## src/rtl/debouncer_pkg.sv

```systemverilog
// ============================================================================
// debouncer_pkg : shared count calculations for the multi-channel debouncer
// Revision 1.0 - initial release
// ============================================================================
`default_nettype none

package debouncer_pkg;

  localparam int MAX_KEY_CNT = 32;

  // Glitch filter length in clock cycles, rounded up, never below one cycle.
  function automatic int calc_db_cnt(input int clk_freq_mhz, input int glitch_time_ns);
    longint prod;
    prod = longint'(clk_freq_mhz) * longint'(glitch_time_ns);
    calc_db_cnt = int'((prod + 64'sd999) / 64'sd1000);
    if (calc_db_cnt < 1) calc_db_cnt = 1;
  endfunction

  function automatic int calc_long_cnt(input int clk_freq_mhz, input int long_press_ms);
    longint prod;
    prod = longint'(clk_freq_mhz) * longint'(long_press_ms) * 64'sd1000;
    calc_long_cnt = int'(prod);
    if (calc_long_cnt < 1) calc_long_cnt = 1;
  endfunction

  function automatic int cnt_width(input int n);
    cnt_width = $clog2(n + 1);
  endfunction

endpackage

`default_nettype wire

```

## src/rtl/debouncer_channel.sv

```systemverilog
// ============================================================================
// debouncer_channel : one key - synchroniser, glitch counter, edge strobes
// Optional long-press detector built when DEBOUNCER_LONG_PRESS_EN is defined.
// Revision 1.0 - initial release
// ============================================================================
`default_nettype none

module debouncer_channel
  import debouncer_pkg::*;
#(
  parameter int DB_CNT     = 10,
  parameter int ACTIVE_LOW = 1
`ifdef DEBOUNCER_LONG_PRESS_EN
  ,
  parameter int LONG_CNT   = 10000
`endif
) (
  input  logic clk,
  input  logic rst_n,
  input  logic key_raw,
  output logic state,
  output logic pressed_stb,
  output logic released_stb
`ifdef DEBOUNCER_LONG_PRESS_EN
  ,
  output logic long_press_stb
`endif
);

  localparam int            CW           = cnt_width(DB_CNT);
  localparam logic [CW-1:0] DB_LAST      = CW'(DB_CNT - 1);
  localparam logic          RELEASED_RAW = (ACTIVE_LOW != 0);

  logic          sync_meta;
  logic          sync_out;
  logic          level;
  logic [CW-1:0] cnt;

  always_ff @(posedge clk or negedge rst_n) begin
    if (!rst_n) begin
      sync_meta <= RELEASED_RAW;
      sync_out  <= RELEASED_RAW;
    end else begin
      sync_meta <= key_raw;
      sync_out  <= sync_meta;
    end
  end

  assign level = (ACTIVE_LOW != 0) ? ~sync_out : sync_out;

  // A toggle is held off for one cycle after a strobe so that a one-cycle
  // filter can never produce back-to-back strobes.
  always_ff @(posedge clk or negedge rst_n) begin
    if (!rst_n) begin
      cnt          <= '0;
      state        <= 1'b0;
      pressed_stb  <= 1'b0;
      released_stb <= 1'b0;
    end else begin
      pressed_stb  <= 1'b0;
      released_stb <= 1'b0;
      if (level == state) begin
        cnt <= '0;
      end else if (cnt == DB_LAST) begin
        if (!(pressed_stb || released_stb)) begin
          state        <= level;
          cnt          <= '0;
          pressed_stb  <= level;
          released_stb <= ~level;
        end
      end else begin
        cnt <= cnt + 1'b1;
      end
    end
  end

`ifdef DEBOUNCER_LONG_PRESS_EN
  localparam int            LW        = cnt_width(LONG_CNT);
  localparam logic [LW-1:0] LONG_LAST = LW'(LONG_CNT - 1);

  logic [LW-1:0] long_cnt;
  logic          long_done;

  // long_done blocks further pulses until the key is released.
  always_ff @(posedge clk or negedge rst_n) begin
    if (!rst_n) begin
      long_cnt       <= '0;
      long_done      <= 1'b0;
      long_press_stb <= 1'b0;
    end else begin
      long_press_stb <= 1'b0;
      if (!state) begin
        long_cnt  <= '0;
        long_done <= 1'b0;
      end else if (!long_done) begin
        if (long_cnt == LONG_LAST) begin
          long_press_stb <= 1'b1;
          long_done      <= 1'b1;
          long_cnt       <= '0;
        end else begin
          long_cnt <= long_cnt + 1'b1;
        end
      end
    end
  end
`endif

endmodule

`default_nettype wire

```

## src/rtl/multi_debouncer.sv

```systemverilog
// ============================================================================
// multi_debouncer : KEY_CNT independent debounced key channels with strobes
// Optional long-press output built when DEBOUNCER_LONG_PRESS_EN is defined.
// Revision 1.0 - initial release
// ============================================================================
`default_nettype none

module multi_debouncer
  import debouncer_pkg::*;
#(
  parameter int CLK_FREQ_MHZ   = 50,
  parameter int GLITCH_TIME_NS = 20000,
  parameter int KEY_CNT        = 4,
  parameter int ACTIVE_LOW     = 1
`ifdef DEBOUNCER_LONG_PRESS_EN
  ,
  parameter int LONG_PRESS_MS  = 1000
`endif
) (
  input  logic               clk_i,
  input  logic               rst_ni,
  input  logic [KEY_CNT-1:0] key_i,
  output logic [KEY_CNT-1:0] key_state_o,
  output logic [KEY_CNT-1:0] key_pressed_stb_o,
  output logic [KEY_CNT-1:0] key_released_stb_o
`ifdef DEBOUNCER_LONG_PRESS_EN
  ,
  output logic [KEY_CNT-1:0] long_press_stb_o
`endif
);

  localparam int DB_CNT   = calc_db_cnt(CLK_FREQ_MHZ, GLITCH_TIME_NS);
`ifdef DEBOUNCER_LONG_PRESS_EN
  localparam int LONG_CNT = calc_long_cnt(CLK_FREQ_MHZ, LONG_PRESS_MS);
`endif

  for (genvar k = 0; k < KEY_CNT; k++) begin : g_channel
    debouncer_channel #(
      .DB_CNT        (DB_CNT),
      .ACTIVE_LOW    (ACTIVE_LOW)
`ifdef DEBOUNCER_LONG_PRESS_EN
      ,
      .LONG_CNT      (LONG_CNT)
`endif
    ) u_channel (
      .clk           (clk_i),
      .rst_n         (rst_ni),
      .key_raw       (key_i[k]),
      .state         (key_state_o[k]),
      .pressed_stb   (key_pressed_stb_o[k]),
      .released_stb  (key_released_stb_o[k])
`ifdef DEBOUNCER_LONG_PRESS_EN
      ,
      .long_press_stb(long_press_stb_o[k])
`endif
    );
  end

endmodule

`default_nettype wire

```

## config.mk

```make
export PLATFORM = sky130hd
export DESIGN_NAME = multi_debouncer
export DESIGN_NICKNAME = d
export VERILOG_FILES = /design/src/rtl/debouncer_pkg.sv /design/src/rtl/debouncer_channel.sv /design/src/rtl/multi_debouncer.sv
export SDC_FILE = /design/constraint.sdc
export NUM_CORES = 1
export LEC_CHECK = 0
export CAP_MARGIN = 5
export CORE_MARGIN = 1
export CORE_UTILIZATION = 40
export CTS_CLUSTER_SIZE = 20
export DETAILED_ROUTE_END_ITERATION = 6
export HOLD_SLACK_MARGIN = 0.12
export SLEW_MARGIN = 20
export SYNTH_ARGS = -nofsm -noshare
export SYNTH_HDL_FRONTEND = slang
export SYNTH_SLANG_ARGS = --single-unit
export TNS_END_PERCENT = 20
```

## constraint.sdc

```tcl
create_clock -name clk_i -period 2.1 [get_ports clk_i]
set_clock_uncertainty 0.1 [all_clocks]
set_input_delay 0.63 -clock clk_i [delete_from_list [all_inputs] [get_ports clk_i]]
set_output_delay 0.63 -clock clk_i [all_outputs]
set_load 0.01 [all_outputs]
```

Word level (Yosys, flattened, before mapping). Cells that the tools add are included. W data, S select, Z words.

Register bits: 60. Bits of input ports: 6. Output and inout bits: 12. Word-level logic and storage cells: 96.

$add $sub $neg: 4. Eq/ne operators: 12. Muxes and demuxes: 36. Bitwise logic cells: 12. Reductions and logical operators: 8.

Operators with widths (count): $mux W10 (12); $add A10 B1 Y10 const B (4); $eq A10 B10 Y1 const B (4); $mux W1 (24); $ne A3 B2 Y1 const B (4); $not A1 Y1 (12); $reduce_and A3 Y1 (4); $eq A1 B1 Y1 (4); $logic_or A1 B1 Y1 (4).

Depth between registers and ports, before layout.
Depth in word-level cells: 4. Mapped depth: 6.

By module. A second synthesis with hierarchy kept.

Cells, all modules: 259. Area, all modules: 2821.5 um^2.

By module, submodules not included: debouncer_channel (g_channel[1].u_channel ...) (instances 3, cells an instance 65, area an instance 703.2 um^2, seq. area each 377.9 um^2); debouncer_channel (g_channel[0].u_channel) (instances 1, cells an instance 64, area an instance 711.9 um^2, seq. area each 377.9 um^2).

Worst setup path after synthesis. Ideal clock, no wire load.

Path kind: register to register. Start point: reg g_channel[2].u_channel.cnt[0]. End point: reg g_channel[2].u_channel.cnt[0]. Setup time: 79 ps. Arrival time: 1711 ps. Required time: 1921 ps. Setup slack: 209 ps. Stages on the path, launching flop included: 7. Period minus slack after synthesis: 1891 ps. Cell sequence: dfrtp_1 > ha_1 > nand2_1 > or4_4 > or3_1 > clkbuf_2 > mux2i_1.

Word-level cells in the longest chain between the ends: 3. Elaborated cells between the ends (all ways): 5.

Ends and longest elaborated chain: start, declared (RTL line debouncer_channel.sv:37) `logic [CW-1:0] cnt;`; start signal, assigned (RTL line debouncer_channel.sv:72) `cnt <= cnt + 1'b1;`; $add A10 B1 Y10 / $eq A10 B10 Y1 (equally long branches) (RTL line debouncer_channel.sv:72, debouncer_channel.sv:64); $mux W10 (RTL line debouncer_channel.sv:64) `end else if (cnt == DB_LAST) begin`; $mux W10 (RTL line debouncer_channel.sv:62) `if (level == state) begin`.

Parallel ways exist; a longest one is shown, timed or not. A chain may end at the register's enable or synchronous reset.

Worst setup path after layout.
Start point: reg g_channel[1].u_channel.state. End point: out key_state_o[1].

RTL lines: start, declared (RTL line debouncer_channel.sv:21) `output logic state,`; start signal, assigned (RTL line debouncer_channel.sv:66) `state <= level;`; end, declared (RTL line multi_debouncer.sv:23) `output logic [KEY_CNT-1:0] key_state_o,`.

No word-level cell between the ends.

==> results_dict.tcl <==
set metrics [dict create \
    die_w_um 85.73 \
    start_kind "flop" \
    yosysUniqueCellTypes 37 \
    synth_top_cell_area_share 0.4641 \
    area_delta_synth_final_pct 15.13 \
    drtIter0Drc 76 \
    grt_setup_unrepaired "false" \
    place_inst 374 \
    synth_area_leaders "dfrtp_1, dfstp_2, xnor2_1, xor2_1, nor2_1" \
    cts.root.buffer_cell "clkbuf_8" \
    start_util 0.4127 \
    h-tree-depth 3 \
    status "complete, no violations" \
    clockBufferDepth 2 \
    p_per_area_nw_per_um2 701.4 \
    layout.nets 301 \
    path_buf_inv 1 \
    die_h_um 85.73 \
    port_buffers 17 \
    slew_viol_final 0 \
    drt_first_pass_iters 4 \
    fmax_mhz 489.8 \
    cp_max_fo 6 \
    yosysWarningCount 0 \
    drt-vias-per-instance 4.898 \
    vias 1920 \
    cp.required_ns 1.37 \
    seq_area_sq_um 1514 \
    pre_cts_slack_ns 0.08171 \
    placed_area_sq_um 3018 \
    die_area_sq_um 7349 \
    cts_tree "done" \
    gp_congestion 0.8643 \
    critical-path-max-stage-delay_ns 0.55 \
    path_cells "clkdlybuf4s50_1" \
    finish.utilization 0.4751 \
    antennaDiodeCount 0 \
    rows 30 \
    tns_ns 0 \
    grt_pass1_vias 1926 \
    worstPathArrival_ns 1.31 \
    syn_area_per_cell_sq_um 10.27 \
    multi_input_area_sq_um 1172 \
    fill_cells 643 \
    crit_family "buffers and inverters" \
    grt_pass1_wl_um 8556 \
    hold_class "reg -> reg" \
    instances_no_fill 392 \
    crit_type "reg -> out" \
    num_io_pins 18 \
    antenna_found_initial 0 \
    power_mw 2.264 \
    relSlewSlack 0.7145 \
    end_kind "output pin" \
    syn_inst 273 \
    synthArstFlopShare 1.000 \
    drc 0 \
    min_period_ns 2.042 \
    yosysMostFrequentCell "dfrtp_1" \
    regToRegSetupSlack_ns 0.16 \
    clk_latency_ns 0.35 \
    wl_per_cell_um 11.93 \
    core_sq_um 6794 \
    maxCapViolCount 0 \
    tightest_slew_ns 0.4245 \
    hold_viol 0 \
    cts_buffers 9 \
    design_area_sq_um 3228 \
    synthTopCellsByCount "dfrtp_1, nor2_1" \
    crit_slowest_cell "clkdlybuf4s50_1" \
    wl_um 4675 \
    ant_nets 0 \
    gr-total-overflow 0 \
    worst_slack_ns 0.05847 \
    hpwl_um 3259 \
    finalCritPeriodShare 0.9722 \
    power.leakage_nw 1.357 \
    path_clk_slew_ns 0.06 \
    whs_ns 0.2553 \
    peakVddDrop_uv 303.1 \
    layout-drive-gt1-share 0.1115 \
    finalSetupViolCount 0 \
    track_usage 0.1533 \
    syn_nets 283 \
    synth_area_sq_um 2804 \
    synth_seq_cells 60 \
    synth_edf_count 0 \
    numClockSinks 60 \
    ys.flop_type "dfrtp_1" \
    grt_max_degree 47 \
    yosysTopAreaCell "dfrtp_1" \
    synth_seq_area_share 0.5390 \
]
[final timing paths]
path / to / depth (start not counted) / startpoint
max reg2reg: g_channel[0].u_channel.cnt[1] / 5 / g_channel[0].u_channel.cnt[0]
min: g_channel[0].u_channel.sync_out / 0 / g_channel[0].u_channel.sync_meta
min in group asynchronous: g_channel[3].u_channel.cnt[9] / 2 / rst_ni
max: key_state_o[1] / 1 / g_channel[1].u_channel.state
min reg2reg: g_channel[0].u_channel.sync_out / 0 / g_channel[0].u_channel.sync_meta
max in group asynchronous: g_channel[0].u_channel.sync_out / 3 / rst_ni
[area by class of cell]
class	count	area share
clock buffers	14	0.05349
well taps	96	0.03721
clock inverters	2	0.003101
flip-flops and latches	60	0.4690
inverters	7	0.008140
multi-input cells	192	0.3632
repair buffers	21	0.06589
[sequential cells by signal, indices dropped and copies added, names as in the netlist]
signal,cells
g_channel.u_channel.cnt,40
g_channel.u_channel.pressed_stb,4
g_channel.u_channel.released_stb,4
g_channel.u_channel.state,4
g_channel.u_channel.sync_meta,4
g_channel.u_channel.sync_out,4
[metal layers]
metal / vias up / wire length, um / GRT usage
met5: - / 0 / 0
li1: 973 / - / -
met2: 24 / 2139 / 0.2305
met4: 0 / 128 / 0.09545
met3: 11 / 165 / 0.04909
met1: 912 / 2241 / 0.1922
[logic make-up (layout without fill, tap and decap cells)]
kind of cell,after synthesis,after routing,share of synthesized area
buf+inv,21,44,0.04462
flops,60,60,0.5390
simple gates,114,114,0.2075
fa+ha+maj,4,4,0.01785
mux,4,4,0.01428
compound gates,35,35,0.06738
xor+xnor,35,35,0.1093
[where the power goes]
| part | switching, mW | internal [mW] |
|---|---|---|
| Clock | 0.431 | 0.522 |
| Sequential | 0.0267 | 1.19 |
| Combinational | 0.0561 | 0.0396 |
[placed cells by master (no fill, tap or decap), drive strengths merged, types with 3 or more instances in the layout]
cell type and count:
nor4 3, a21oi 5, and3 7, nor2 30, o21ai 23, nand3 22
dfrtp 52, inv 7, nor3 9, clkdlybuf4s50 15, clkbuf 14, nand2 22
xor2 13, mux2i 4, and4 4, nand4 6, ha 4, xnor2 22
buf 4, dfstp 8
[timing repair]
item	4_1_cts	5_1_grt
hold buffers	1	0
setup endpoints to repair	2	12
hold endpoints to repair	10	0
cloned	0	0
pin swaps	0	1
setup buffers	0	1
resized for setup	2	2
(Power assumes the default switching activity.)
